==> src/rtl/divider_pkg.sv <==
// Shared types and default widths for the sequential 32/16 restoring divider.
package divider_pkg;

    localparam int DIV_DVD_W  = 32;
    localparam int DIV_DVS_W  = 16;
    localparam int ITER_CNT_W = $clog2(DIV_DVS_W + 1);

    typedef enum logic [1:0] {
        IDLE  = 2'd0,
        CHECK = 2'd1,
        RUN   = 2'd2,
        DONE  = 2'd3
    } div_state_t;

endpackage

==> src/rtl/divider_32by16_seq_div_step.sv <==
// One restoring-division iteration: shift in the next dividend bit, then
// trial-subtract the divisor (add of the inverted divisor with carry-in 1).
module div_step #(
    parameter int W = 16
) (
    input  logic [W:0]   prem_in,
    input  logic         dvd_bit,
    input  logic [W-1:0] divisor,
    output logic [W:0]   prem_out,
    output logic         q_bit
);

    logic [W+1:0] shifted;
    logic [W+1:0] diff;

    // Difference is kept one bit wider than the partial remainder so its MSB
    // is a reliable sign; the shifted value never exceeds 2*divisor-1.
    always_comb begin
        shifted  = {prem_in, dvd_bit};
        diff     = shifted + {2'b11, ~divisor} + {{(W+1){1'b0}}, 1'b1};
        q_bit    = ~diff[W+1];
        prem_out = q_bit ? diff[W:0] : shifted[W:0];
    end

endmodule

==> src/rtl/divider_32by16_seq.sv <==
// Sequential restoring divider, DVD_W/DVS_W -> DVS_W quotient and remainder,
// one quotient bit per clock behind valid/ready request and response channels.
// Optional macro DIVIDER_EARLY_OUT_EN: finish in CHECK when dividend < divisor.
//
// state | meaning
// ------+-----------------------------------------------------------------
// IDLE  | waiting for a request, in_ready high
// CHECK | screen divide-by-zero / overflow (/ early-out), seed partial rem
// RUN   | one restoring iteration per clock, DVS_W iterations
// DONE  | result presented, held until out_ready
module divider_32by16_seq
    import divider_pkg::*;
#(
    parameter int DVD_W = DIV_DVD_W,
    parameter int DVS_W = DIV_DVS_W
) (
    input  logic             clk,
    input  logic             rst_n,
    input  logic             in_valid,
    output logic             in_ready,
    input  logic [DVD_W-1:0] dividend,
    input  logic [DVS_W-1:0] divisor,
    output logic             out_valid,
    input  logic             out_ready,
    output logic [DVS_W-1:0] quotient,
    output logic [DVS_W-1:0] remainder,
    output logic             div_by_zero,
    output logic             overflow,
    output logic             busy
);

    localparam int CNT_W = $clog2(DVS_W + 1);

    div_state_t       state_q, state_d;
    logic [DVD_W-1:0] dvd_q, dvd_d;
    logic [DVS_W-1:0] dvs_q, dvs_d;
    logic [DVS_W:0]   prem_q, prem_d;
    logic [CNT_W-1:0] cnt_q, cnt_d;
    logic [DVS_W-1:0] quo_q, quo_d;
    logic [DVS_W-1:0] rem_q, rem_d;
    logic             dbz_q, dbz_d;
    logic             ovf_q, ovf_d;

    logic [DVS_W:0]   step_prem;
    logic             step_qbit;

    // Next dividend bit is always the MSB of the (left-shifting) lower half.
    div_step #(.W(DVS_W)) u_step (
        .prem_in  (prem_q),
        .dvd_bit  (dvd_q[DVS_W-1]),
        .divisor  (dvs_q),
        .prem_out (step_prem),
        .q_bit    (step_qbit)
    );

    // State register and datapath flops; reset discards any in-flight division.
    always_ff @(posedge clk or negedge rst_n) begin
        if (!rst_n) begin
            state_q <= IDLE;
            dvd_q   <= '0;
            dvs_q   <= '0;
            prem_q  <= '0;
            cnt_q   <= '0;
            quo_q   <= '0;
            rem_q   <= '0;
            dbz_q   <= 1'b0;
            ovf_q   <= 1'b0;
        end else begin
            state_q <= state_d;
            dvd_q   <= dvd_d;
            dvs_q   <= dvs_d;
            prem_q  <= prem_d;
            cnt_q   <= cnt_d;
            quo_q   <= quo_d;
            rem_q   <= rem_d;
            dbz_q   <= dbz_d;
            ovf_q   <= ovf_d;
        end
    end

    // Next-state and datapath update; everything holds unless a state acts on it.
    always_comb begin
        state_d = state_q;
        dvd_d   = dvd_q;
        dvs_d   = dvs_q;
        prem_d  = prem_q;
        cnt_d   = cnt_q;
        quo_d   = quo_q;
        rem_d   = rem_q;
        dbz_d   = dbz_q;
        ovf_d   = ovf_q;

        case (state_q)
            IDLE: begin
                if (in_valid) begin
                    dvd_d   = dividend;
                    dvs_d   = divisor;
                    cnt_d   = '0;
                    dbz_d   = 1'b0;
                    ovf_d   = 1'b0;
                    state_d = CHECK;
                end
            end
            CHECK: begin
                if (dvs_q == '0) begin
                    dbz_d   = 1'b1;
                    quo_d   = '1;
                    rem_d   = dvd_q[DVS_W-1:0];
                    state_d = DONE;
                end
`ifdef DIVIDER_EARLY_OUT_EN
                else if ((dvd_q[DVD_W-1:DVS_W] == '0) && (dvd_q[DVS_W-1:0] < dvs_q)) begin
                    quo_d   = '0;
                    rem_d   = dvd_q[DVS_W-1:0];
                    state_d = DONE;
                end
`endif
                else if (dvd_q[DVD_W-1:DVS_W] >= dvs_q) begin
                    ovf_d   = 1'b1;
                    quo_d   = '1;
                    rem_d   = dvd_q[DVS_W-1:0];
                    state_d = DONE;
                end else begin
                    // Upper half < divisor guarantees the quotient fits.
                    prem_d  = {1'b0, dvd_q[DVD_W-1:DVS_W]};
                    cnt_d   = CNT_W'(DVS_W);
                    state_d = RUN;
                end
            end
            RUN: begin
                prem_d = step_prem;
                dvd_d  = {dvd_q[DVD_W-2:0], 1'b0};
                quo_d  = {quo_q[DVS_W-2:0], step_qbit};
                cnt_d  = cnt_q - CNT_W'(1);
                if (cnt_q == CNT_W'(1)) begin
                    rem_d   = step_prem[DVS_W-1:0];
                    state_d = DONE;
                end
            end
            default: begin
                if (out_ready) begin
                    state_d = IDLE;
                end
            end
        endcase
    end

    assign in_ready    = (state_q == IDLE);
    assign busy        = (state_q != IDLE);
    assign out_valid   = (state_q == DONE);
    assign quotient    = quo_q;
    assign remainder   = rem_q;
    assign div_by_zero = dbz_q;
    assign overflow    = ovf_q;

endmodule

==> config.mk <==
export PLATFORM = sky130hd
export DESIGN_NAME = divider_32by16_seq
export DESIGN_NICKNAME = d
export VERILOG_FILES = /design/src/rtl/divider_pkg.sv /design/src/rtl/divider_32by16_seq_div_step.sv /design/src/rtl/divider_32by16_seq.sv
export SDC_FILE = /design/constraint.sdc
export NUM_CORES = 1
export LEC_CHECK = 0
export CORE_ASPECT_RATIO = 0.5
export CORE_MARGIN = 1
export CORE_UTILIZATION = 59
export CTS_CLUSTER_SIZE = 16
export DETAILED_ROUTE_END_ITERATION = 7
export GPL_ROUTABILITY_DRIVEN = 0
export PLACE_DENSITY = 0.91
export REMOVE_ABC_BUFFERS = 1
export SLEW_MARGIN = 20
export SYNTH_ARGS = -nofsm -noshare
export SYNTH_HDL_FRONTEND = slang
export SYNTH_SLANG_ARGS = --single-unit
==> constraint.sdc <==
create_clock -name clk -period 4.9 [get_ports clk]
set_clock_uncertainty 0.1 [all_clocks]
set_input_delay 0.98 -clock clk [delete_from_list [all_inputs] [get_ports clk]]
set_output_delay 0.98 -clock clk [all_outputs]
set_load 0.01 [all_outputs]
# Yosys cells after proc, flatten, opt, wreduce, memory -nomap -nowiden
# Cells that the tools add are included.
[totals]
ff_bits = 106
input_bits = 52
out_inout_bits = 37
elab_cells = 72
[op_classes]
n_addsub = 3
n_lt_le_gt_ge = 1
eq_ne = 11
n_mux = 29
bitwise_logic = 2
reduce_logical = 17
[op_table]
columns = ["operator", "n"]
rows = [
  ["$mux W16", 5],
  ["$pmux W16 S2", 2],
  ["$pmux W32 S2", 1],
  ["$mux W17", 3],
  ["$pmux W17 S2", 1],
  ["$mux W32", 1],
  ["$add A18 B1 Y18 const B", 1],
  ["$add A18 B18 Y18", 1],
  ["$ge A16 B16 Y1", 1],
  ["$logic_not A16 Y1", 1],
  ["$not A16 Y16", 1],
  ["$mux W5", 3],
  ["$pmux W5 S3", 1],
  ["$ne A2 B2 Y1 const B", 6],
  ["$reduce_and A3 Y1", 4],
  ["$reduce_and A4 Y1", 2],
  ["$reduce_bool A2 Y1", 4],
  ["$mux W1", 6],
  ["$mux W2", 3],
  ["$pmux W2 S3", 1],
  ["$reduce_and A2 Y1", 3],
  ["$eq A5 B1 Y1 const B", 1],
  ["$sub A5 B1 Y5 const B", 1],
  ["$eq A2 B2 Y1 const B", 2],
  ["other kinds (7)", 8],
]

# Depth between registers and ports, before layout
# Gate-level depths: netlist of the first run.
[logic_depth]
word_depth = 6
depth_mapped = 13
depth_no_buf = 11

# By module
# Synthesis of the first run repeated with hierarchy kept, for this count alone.
[hier_totals]
cells_unflattened = 680
hier_area_um2 = 6698.9
[by_module_without_submodules]
columns = ["module", "n_inst", "cells_per_inst", "area_each_um2", "seq_area_each_um2"]
rows = [
  ["divider_32by16_seq", 1, 506, 5572.8, 2652.5],
  ["div_step", 1, 174, 1126.1, 0.0],
]

# Worst setup path after synthesis of the first run
# No wires, ideal clock.
[synth_path]
path_kind = "reg-to-reg"
start = "reg dvs_q[10]"
end = "reg prem_q[13]"
setup_ns = 0.132
arrival_time_ns = 2.550
required_time_ns = 4.668
path_slack_ns = 2.117
path_stages_with_launch = 14
path_buffers = 3
synth_period_minus_slack_ns = 2.783
cell_sequence = "dfrtp_1 -> inv_1 -> ha_1 -> buf_6 -> a21o_1 -> a21o_1 -> a211oi_2 -> o21ai_1 -> o21a_1 -> or2_1 -> buf_6 -> buf_4 -> a211oi_1 -> o21ai_0"
[synth_via]
elab_chain_cells = 5
word_cells_on_any_way = 10
cone_classes = "add/sub: 2; order compare: 1; eq/ne: 2; mux: 2; bitwise: 1; reduce/logical: 2"
[synth_rtl]
columns = ["item", "line_no", "rtl"]
rows = [
  ["from (decl)", "divider_32by16_seq.sv:36", "logic [DVS_W-1:0] dvs_q, dvs_d;"],
  ["from (signal assigned)", "divider_32by16_seq.sv:71", "dvs_q <= dvs_d;"],
  ["$not A16 Y16", "divider_32by16_seq_div_step.sv:20", "diff = shifted + {2'b11, ~divisor} + {{(W+1){1'b0}}, 1'b1};"],
  ["$add A18 B18 Y18", "divider_32by16_seq_div_step.sv:20", ""],
  ["$add A18 B1 Y18", "divider_32by16_seq_div_step.sv:20", ""],
  ["$mux W17", "divider_32by16_seq_div_step.sv:22", "prem_out = q_bit ? diff[W:0] : shifted[W:0];"],
  ["$pmux W17 S2", "divider_32by16_seq.sv:93", "case (state_q)"],
  ["to (signal assigned)", "divider_32by16_seq.sv:72", "prem_q <= prem_d;"],
  ["to (decl)", "divider_32by16_seq.sv:37", "logic [DVS_W:0] prem_q, prem_d;"],
]
# Several ways; a longest one is shown, not always the timed one.
# A chain may end at the register's enable or synchronous reset.

# Final worst setup path of the first run
[layout_path]
start = "reg dvd_q[15]"
end = "reg prem_q[10]"
[layout_via]
elab_chain_cells = 4
[layout_rtl]
columns = ["item", "line_no", "rtl"]
rows = [
  ["from (decl)", "divider_32by16_seq.sv:35", "logic [DVD_W-1:0] dvd_q, dvd_d;"],
  ["from (signal assigned)", "divider_32by16_seq.sv:70", "dvd_q <= dvd_d;"],
  ["$add A18 B18 Y18", "divider_32by16_seq_div_step.sv:20", ""],
  ["$add A18 B1 Y18", "divider_32by16_seq_div_step.sv:20", ""],
  ["$mux W17", "divider_32by16_seq_div_step.sv:22", ""],
  ["$pmux W17 S2", "divider_32by16_seq.sv:93", ""],
]
# No other way between the ends.

==> reports/metrics.yaml, run 1 <==
outcome: "finished, final reports clean"
clk_latency_ps: 350
clock_path_buffers: 2
multi_input_area_um2: 3290
setup_violations: 0
die_area_um2: 10900
layout_commonest_cell: "o21ai_0"
register_area_um2: 2650
cts.repair.resized: 0
layout.nets: 838
worst_pin_slew_ps: 728
core_area_um2: 9790
syn_area_um2: 6170
synth_edf_count: 0
wl_met1_um: 6930
dr_wl_met3_um: 1110
required_ps: 5080
die_h_um: 74.3
yosys_warnings: 0
cts_made_buffers: 9
pin_count: 89
ys_types: 58
min_path_type: "reg2reg"
ys.flop_type: "dfrtp_1"
drv_cap: 0
htree_levels: 3
cts_hold_buf: 0
slew_viol_final: 0
grt_pass1_vias: 5473
cp_top_family: "simple AND/OR/NAND/NOR gates"
cp_max_fo: 17
wl_um: 15900
wl_met2_um: 7430
highest_layer: "met4"
areaGrowthSynthToFinish_pct: 21.3
crit_buf_inv: 1
grt_max_degree: 49
fin_crit_sh: 0.729
clock_tree.root_cell: "clkbuf_16"
post_cts_buffers: 0
drive_above_1_share: 0.0652
rsz0062_at_grt: "no"
fill_cells: 658
final_hold_viol_count: 0
drc: 0
path_cells: "inv_1 > ha_1 > nor2b_1 > o2111ai_1 > and4_1 > nor3_2 > o21a_1 > or2_1 > mux2_2 > o21ai_1"
avgViaCountPerCell: 6.24
io_buffers: 88
cp-start-kind: "flip-flop"
clkTransAtPathRegs_ps: 70
syn_inst: 673
grtUsageTotal: 0.312
antenna_cells: 0
dr.pass1.iters: 7
whs_ps: 394
drt_iter0_drc: 492
dp_hpwl_um: 11300
cts_tree: "done"
critPathSlowestCell: "or2_1"
critPathKind: "reg2reg"
vias: 5527
synth.avg_cell_area_um2: 9.17
die_width_um: 147
crit_arrival_ps: 3750
antenna_found_initial: 0
cp-end-kind: "flip-flop"
cpPeakStageDelay_ps: 610
wire_per_inst_um: 18.0
antenna_left: 0
fmax_ghz: 0.280
fin_tns_setup_ps: 0
relSlewSlack: 0.513
fin_crit_ps: 3570
async_flop_share: 1.00
grt_overflow: 0
cts.sinks: 106
final_cell_mix: "o21ai_0 (112), dfrtp_1 (106), nand2_1 (92)"
synth_seq_cells: 106
grt_pass1_wl_um: 26300
initial_core_util: 0.630
row_count: 25
yosysSeqAreaShare: 0.430
tightest hold or removal path, delay by kind of cell (launching register included):
| family | cells | cell delay (ps) |
|---|---|---|
| AND/OR/NAND/NOR | 1 | 50 |
| AO/OA/AOI/OAI | 1 | 60 |
| flip-flops | 1 | 350 |
logic make-up after synthesis:
| kind of cell | count (synthesis) | share of synthesized area |
|---|---|---|
| flip-flops | 106 | 0.430 |
| multiplexers | 49 | 0.0829 |
| XOR/XNOR | 9 | 0.0128 |
| AO/OA/AOI/OAI | 205 | 0.199 |
| buffers and inverters | 63 | 0.0420 |
| AND/OR/NAND/NOR | 202 | 0.153 |
| adder cells (fa/ha/maj) | 39 | 0.0803 |
per-stage QoR:
stage / util / setup WS [ps] / std cells / area, µm²
final: 0.765 / 1330 / 886 / 7490
after global routing: 0.765 / 1150 / 886 / 7490
after CTS: 0.764 / 1390 / 886 / 7480
after detailed placement: 0.731 / 1400 / 871 / 7160
after global placement: 0.731 / 1500 / 871 / 7160
after floorplan: - / 314 / 639 / 6020
area by class of cell:
class,instances,area share
Multi-Input combinational cell,504,0.439
Sequential cell,106,0.354
Timing Repair Buffer,97,0.126
Clock buffer,13,0.0348
Tap cell,135,0.0226
Inverter,29,0.0145
Clock inverter,2,0.00802
state kept, by name, summed over array words and instances, names as in the netlist:
signal       cells
cnt_q            5
div_by_zero      1
dvd_q           32
dvs_q           16
overflow         1
prem_q          17
quotient        16
remainder       16
state_q          2
metal layers:
layer,vias to the layer above,track usage
met2,251,0.536
met3,54,0.0650
met4,0,0.145
met1,2648,0.390
li1,2574,-
met5,-,0
synthesized netlist by cell type (15+ instances only):
cell      number  share of area
o21ai_0      112          0.091
dfrtp_1      106           0.43
nand2_1       92          0.056
ha_1          38          0.077
nor2_1        36          0.022
mux2i_1       32          0.052
inv_1         29          0.018
clkbuf_1      24          0.015
a21oi_1       20          0.016
mux2_2        17          0.031
nor3_1        17          0.014
a211oi_1      15          0.018
final timing paths:
path                              startpoint           end  slack [ps]  cells after the start
worst max-delay path               dvd_q[15]    prem_q[10]        1330                     10
worst min-delay path            remainder[7]  remainder[7]         390                      2
worst max register to register     dvd_q[15]    prem_q[10]        1330                     10
worst min register to register  remainder[7]  remainder[7]         390                      2
max in group asynchronous              rst_n    prem_q[11]        3280                      2
min in group asynchronous              rst_n    state_q[1]         540                      1
Power of run 1 is left out: the tool's default activity adds up to more than one toggle a clock period on the data nets, which glitch-free logic cannot reach.
==> run 2: changes to the inputs <==
--- a/config.mk
+++ b/config.mk
@@ -7,11 +7,11 @@
 export LEC_CHECK = 0
 export CORE_ASPECT_RATIO = 0.5
 export CORE_MARGIN = 1
-export CORE_UTILIZATION = 59
+export CORE_UTILIZATION = 55
 export CTS_CLUSTER_SIZE = 16
 export DETAILED_ROUTE_END_ITERATION = 7
 export GPL_ROUTABILITY_DRIVEN = 0
-export PLACE_DENSITY = 0.91
+export PLACE_DENSITY = 0.86
 export REMOVE_ABC_BUFFERS = 1
 export SLEW_MARGIN = 20
 export SYNTH_ARGS = -nofsm -noshare
==> constraint.sdc (replaced) <==
create_clock -name clk -period 3.6 [get_ports clk]
set_clock_uncertainty 0.1 [all_clocks]
set_input_delay 0.72 -clock clk [delete_from_list [all_inputs] [get_ports clk]]
set_output_delay 0.72 -clock clk [all_outputs]
set_load 0.01 [all_outputs]
==> reports/metrics.yaml, run 2 (synthesized netlist as in run 1, its figures left out) <==
cts.sinks: 106
setup_ws_ps: 315
relSlewSlack: 0.315
stdcell_area_um2: 7560
antenna_cells: 0
min_path_type: "in2async"
largest_reg_flops: 32
pin_count: 89
drv_cap: 0
die_h_um: 76.9
avgViaCountPerCell: 6.15
top_register: "dvd_q"
cp-start-kind: "flip-flop"
drive_above_1_share: 0.0740
dp_hpwl_um: 11700
vias: 5517
initial_core_util: 0.585
pre_cts_ws_ps: 506
clk_latency_ps: 350
die_area_um2: 11700
clock_tree.root_cell: "clkbuf_16"
setup_violations: 0
layout_commonest_cell: "o21ai_0"
dr.pass1.iters: 7
worst_pin_slew_ps: 1010
crit_arrival_ps: 3400
rsz0062_at_grt: "no"
row_count: 26
grtUsageTotal: 0.296
wl_um: 16200
fin_tns_setup_ps: 0
placed_area_um2: 7230
cp_max_fo: 9
antenna_left: 0
final_cell_mix: "o21ai_0 (112), dfrtp_1 (106), nand2_1 (92)"
die_width_um: 152
layout.nets: 844
clkTransAtPathRegs_ps: 70
critPathKind: "reg2reg"
leakage_nw: 3.29
cts_tree: "done"
power_per_cell_area_nw_per_um2: 1170
htree_levels: 3
cts.repair.resized: 0
fin_crit_sh: 0.913
clock_path_buffers: 2
core_area_um2: 10500
final_hold_viol_count: 0
antenna_found_initial: 0
wire_per_inst_um: 18.0
grt_pass1_vias: 5389
slew_viol_final: 0
drc: 0
reg.largest.list: "dvd_q (32), prem_q (17)"
grt_max_degree: 55
cp-end-kind: "flip-flop"
cts_hold_buf: 0
vdd_drop_max_v: 0.000416
power_mw: 8.87
outcome: "finished, final reports clean"
fin_crit_ps: 3290
grt_overflow: 0
post_cts_buffers: 0
fmax_ghz: 0.304
drt_iter0_drc: 503
areaGrowthSynthToFinish_pct: 22.6
required_ps: 3710
grt_pass1_wl_um: 26800
cts_made_buffers: 9
io_buffers: 88
==> run 2: power by group <==
part	leakage (nW)	switching (mW)	internal, mW
combinational	1.84	3.16	2.29
clock	0.154	0.442	0.644
sequential	1.29	0.524	1.81
total	3.29	4.13	4.74
==> run 2: stage by stage <==
| step | hold slack, ps | util | cells |
|---|---|---|---|
| 2_1_floorplan | 324 | - | 639 |
| 3_3_place_gp | 360 | 0.686 | 882 |
| 3_5_place_dp | 377 | 0.686 | 882 |
| 4_1_cts | 330 | 0.717 | 897 |
| 5_1_grt | 367 | 0.717 | 897 |
| 6_report | 306 | 0.717 | 897 |
==> run 2: area by class of cell <==
cell class,instances,area (µm²)
clock inverters,4,75.1
well taps,140,175
fillers,784,2980
flip-flops and latches,106,2650
inverters,29,109
multi-input cells,504,3280
clock buffers,11,253
repair buffers,103,1020
==> run 2: worst paths after layout <==
check	from	depth (start not counted)	slack (ps)	to
max reg2reg	dvs_q[1]	11	310	remainder[1]
min	rst_n	1	310	state_q[0]
min in group clk	remainder[4]	2	390	remainder[4]
max	dvs_q[1]	11	310	remainder[1]
min reg2reg	remainder[4]	2	390	remainder[4]
max in group asynchronous	rst_n	2	2350	prem_q[11]
==> run 2: worst max-delay path: stages, from the launching register on <==
cell and delay, ps:
dfrtp_1 430, inv_1 100, ha_1 300, nor2b_1 160, o2111ai_1 260, and4_1 330, nor3_2 80, o21a_1 210
or2_1 360, buf_4 240, a211oi_1 370, o21ai_0 180
==> run 2: per-layer routing <==
layer	track usage	vias up	wire (µm)
met5	0	-	0
met4	0.102	0	414
met3	0.0750	51	1250
met2	0.475	246	7350
met1	0.387	2640	7160
li1	-	2580	-
Power figures use the tool's default switching activity.
==> run 3: changes to the inputs <==
--- a/config.mk
+++ b/config.mk
@@ -5,7 +5,6 @@
 export SDC_FILE = /design/constraint.sdc
 export NUM_CORES = 1
 export LEC_CHECK = 0
-export CORE_ASPECT_RATIO = 0.5
 export CORE_MARGIN = 1
 export CORE_UTILIZATION = 55
 export CTS_CLUSTER_SIZE = 16
==> reports/metrics.yaml, run 3 (synthesized netlist as in run 1, its figures left out) <==
vias: 5402
critPathSlowestCell: "or2_1"
post_cts_buffers: 0
timing.rr.end: "prem_q[0]"
grtUsageTotal: 0.283
crit_arrival_ps: 3470
clock_path_buffers: 2
grt_pass1_wl_um: 25400
antenna_found_initial: 0
layout.nets: 844
min_path_type: "in2async"
pin_count: 89
critPathKind: "reg2reg"
power_per_cell_area_nw_per_um2: 1130
instances_no_fill: 898
cts_hold_buf: 0
final_cell_mix: "o21ai_0 (112), dfrtp_1 (106), nand2_1 (92)"
worst_pin_slew_ps: 1050
outcome: "finished, final reports clean"
dp_hpwl_um: 11700
fin_crit_ps: 3310
grt_pass1_vias: 5361
slew_viol_final: 0
top_register: "dvd_q"
cp-startpoint: "dvs_q[10]"
drv_cap: 0
r2r_start: "dvs_q[10]"
cts_tree: "done"
relSlewSlack: 0.292
antenna_left: 0
clkTransAtPathRegs_ps: 110
wl_um: 15400
reg2reg_slack_ps: 290
rr_worst_depth: 11
avgViaCountPerCell: 6.02
initial_core_util: 0.567
cp_common_cell: "a21o_1"
antenna_cells: 0
core_area_um2: 10900
pre_cts_ws_ps: 359
leakage_nw: 3.21
clk_latency_ps: 390
die_width_um: 108
setup_violations: 0
cp-end-kind: "flip-flop"
fin_crit_sh: 0.920
cts_made_buffers: 9
path_cells: "inv_1 > ha_1 > a21o_1 > a21o_1 > a211oi_2 > o21ai_1 > o21a_1 > or2_1 > buf_4 > a211oi_1 > o22ai_1"
place_inst: 882
layout_commonest_cell: "o21ai_0"
grt_overflow: 0
vdd_drop_max_v: 0.000841
reg.largest.list: "dvd_q (32), prem_q (17)"
dr.pass1.iters: 5
clock_tree.root_cell: "clkbuf_8"
cp_top_family: "compound AO/OA/AOI/OAI gates"
htree_levels: 3
fmax_ghz: 0.302
crit_buf_inv: 2
drive_above_1_share: 0.0712
grt_max_degree: 63
die_h_um: 108
fin_tns_setup_ps: 0
setup_ws_ps: 287
cpPeakStageDelay_ps: 410
required_ps: 3750
areaGrowthSynthToFinish_pct: 19.7
rsz0062_at_grt: "no"
cts.sinks: 106
drc: 0
wire_per_inst_um: 17.2
final_hold_viol_count: 0
cp_max_fo: 15
drt_iter0_drc: 359
row_count: 38
largest_reg_flops: 32
cp-start-kind: "flip-flop"
io_buffers: 88
cts.repair.resized: 0
die_area_um2: 11600
==> run 3: where the power goes <==
part	switching [mW]	total, mW	leakage, nW	internal, mW
Sequential	0.509	2.31	1.29	1.81
Combinational	3.08	5.35	1.83	2.27
Clock	0.421	0.696	0.0803	0.275
Total	4.01	8.36	3.21	4.35
==> run 3: metrics by stage <==
| stage | power (mW) | hold WS, ps | instance area, µm² | utilization |
|---|---|---|---|---|
| after floorplan | 5.84 | 324 | 6020 | - |
| after detailed placement | 7.61 | 376 | 7210 | 0.662 |
| after global placement | 7.31 | 361 | 7210 | 0.662 |
| after global routing | 9.07 | 297 | 7380 | 0.678 |
| final | 8.36 | 243 | 7380 | 0.678 |
| after CTS | 8.31 | 259 | 7380 | 0.678 |
==> run 3: how the worst max path moves through the flow <==
stage                         endpoint  slack (ps)  cells after the start
after floorplan              dvd_q[10]        -990                      5
after global placement    remainder[0]         480                     11
after detailed placement  remainder[0]         360                     11
after CTS                 remainder[0]         330                     11
after global routing      remainder[0]          90                     11
final                        prem_q[0]         290                     11
==> run 3: worst register-to-register path: stages, from the launching register on <==
cell and delay [ps]:
dfrtp_1 380, inv_1 90, ha_1 400, a21o_1 220, a21o_1 190, a211oi_2 240, o21ai_1 120, o21a_1 340
or2_1 410, buf_4 210, a211oi_1 350, o22ai_1 140
==> run 3: metal layers <==
layer	part of all wire	vias to the layer above	track usage
met2	0.50	198	0.471
li1	-	2571	-
met5	0	-	0
met4	0.037	0	0.156
met3	0.054	52	0.0351
met1	0.41	2581	0.359
==> run 3: area by class of cell <==
type | count | area [µm²]
clock inverters | 3 | 23.8
inverters | 29 | 109
repair buffers | 103 | 991
clock buffers | 13 | 149
flip-flops and latches | 106 | 2650
multi-input cells | 504 | 3280
fillers | 848 | 3510
well taps | 140 | 175
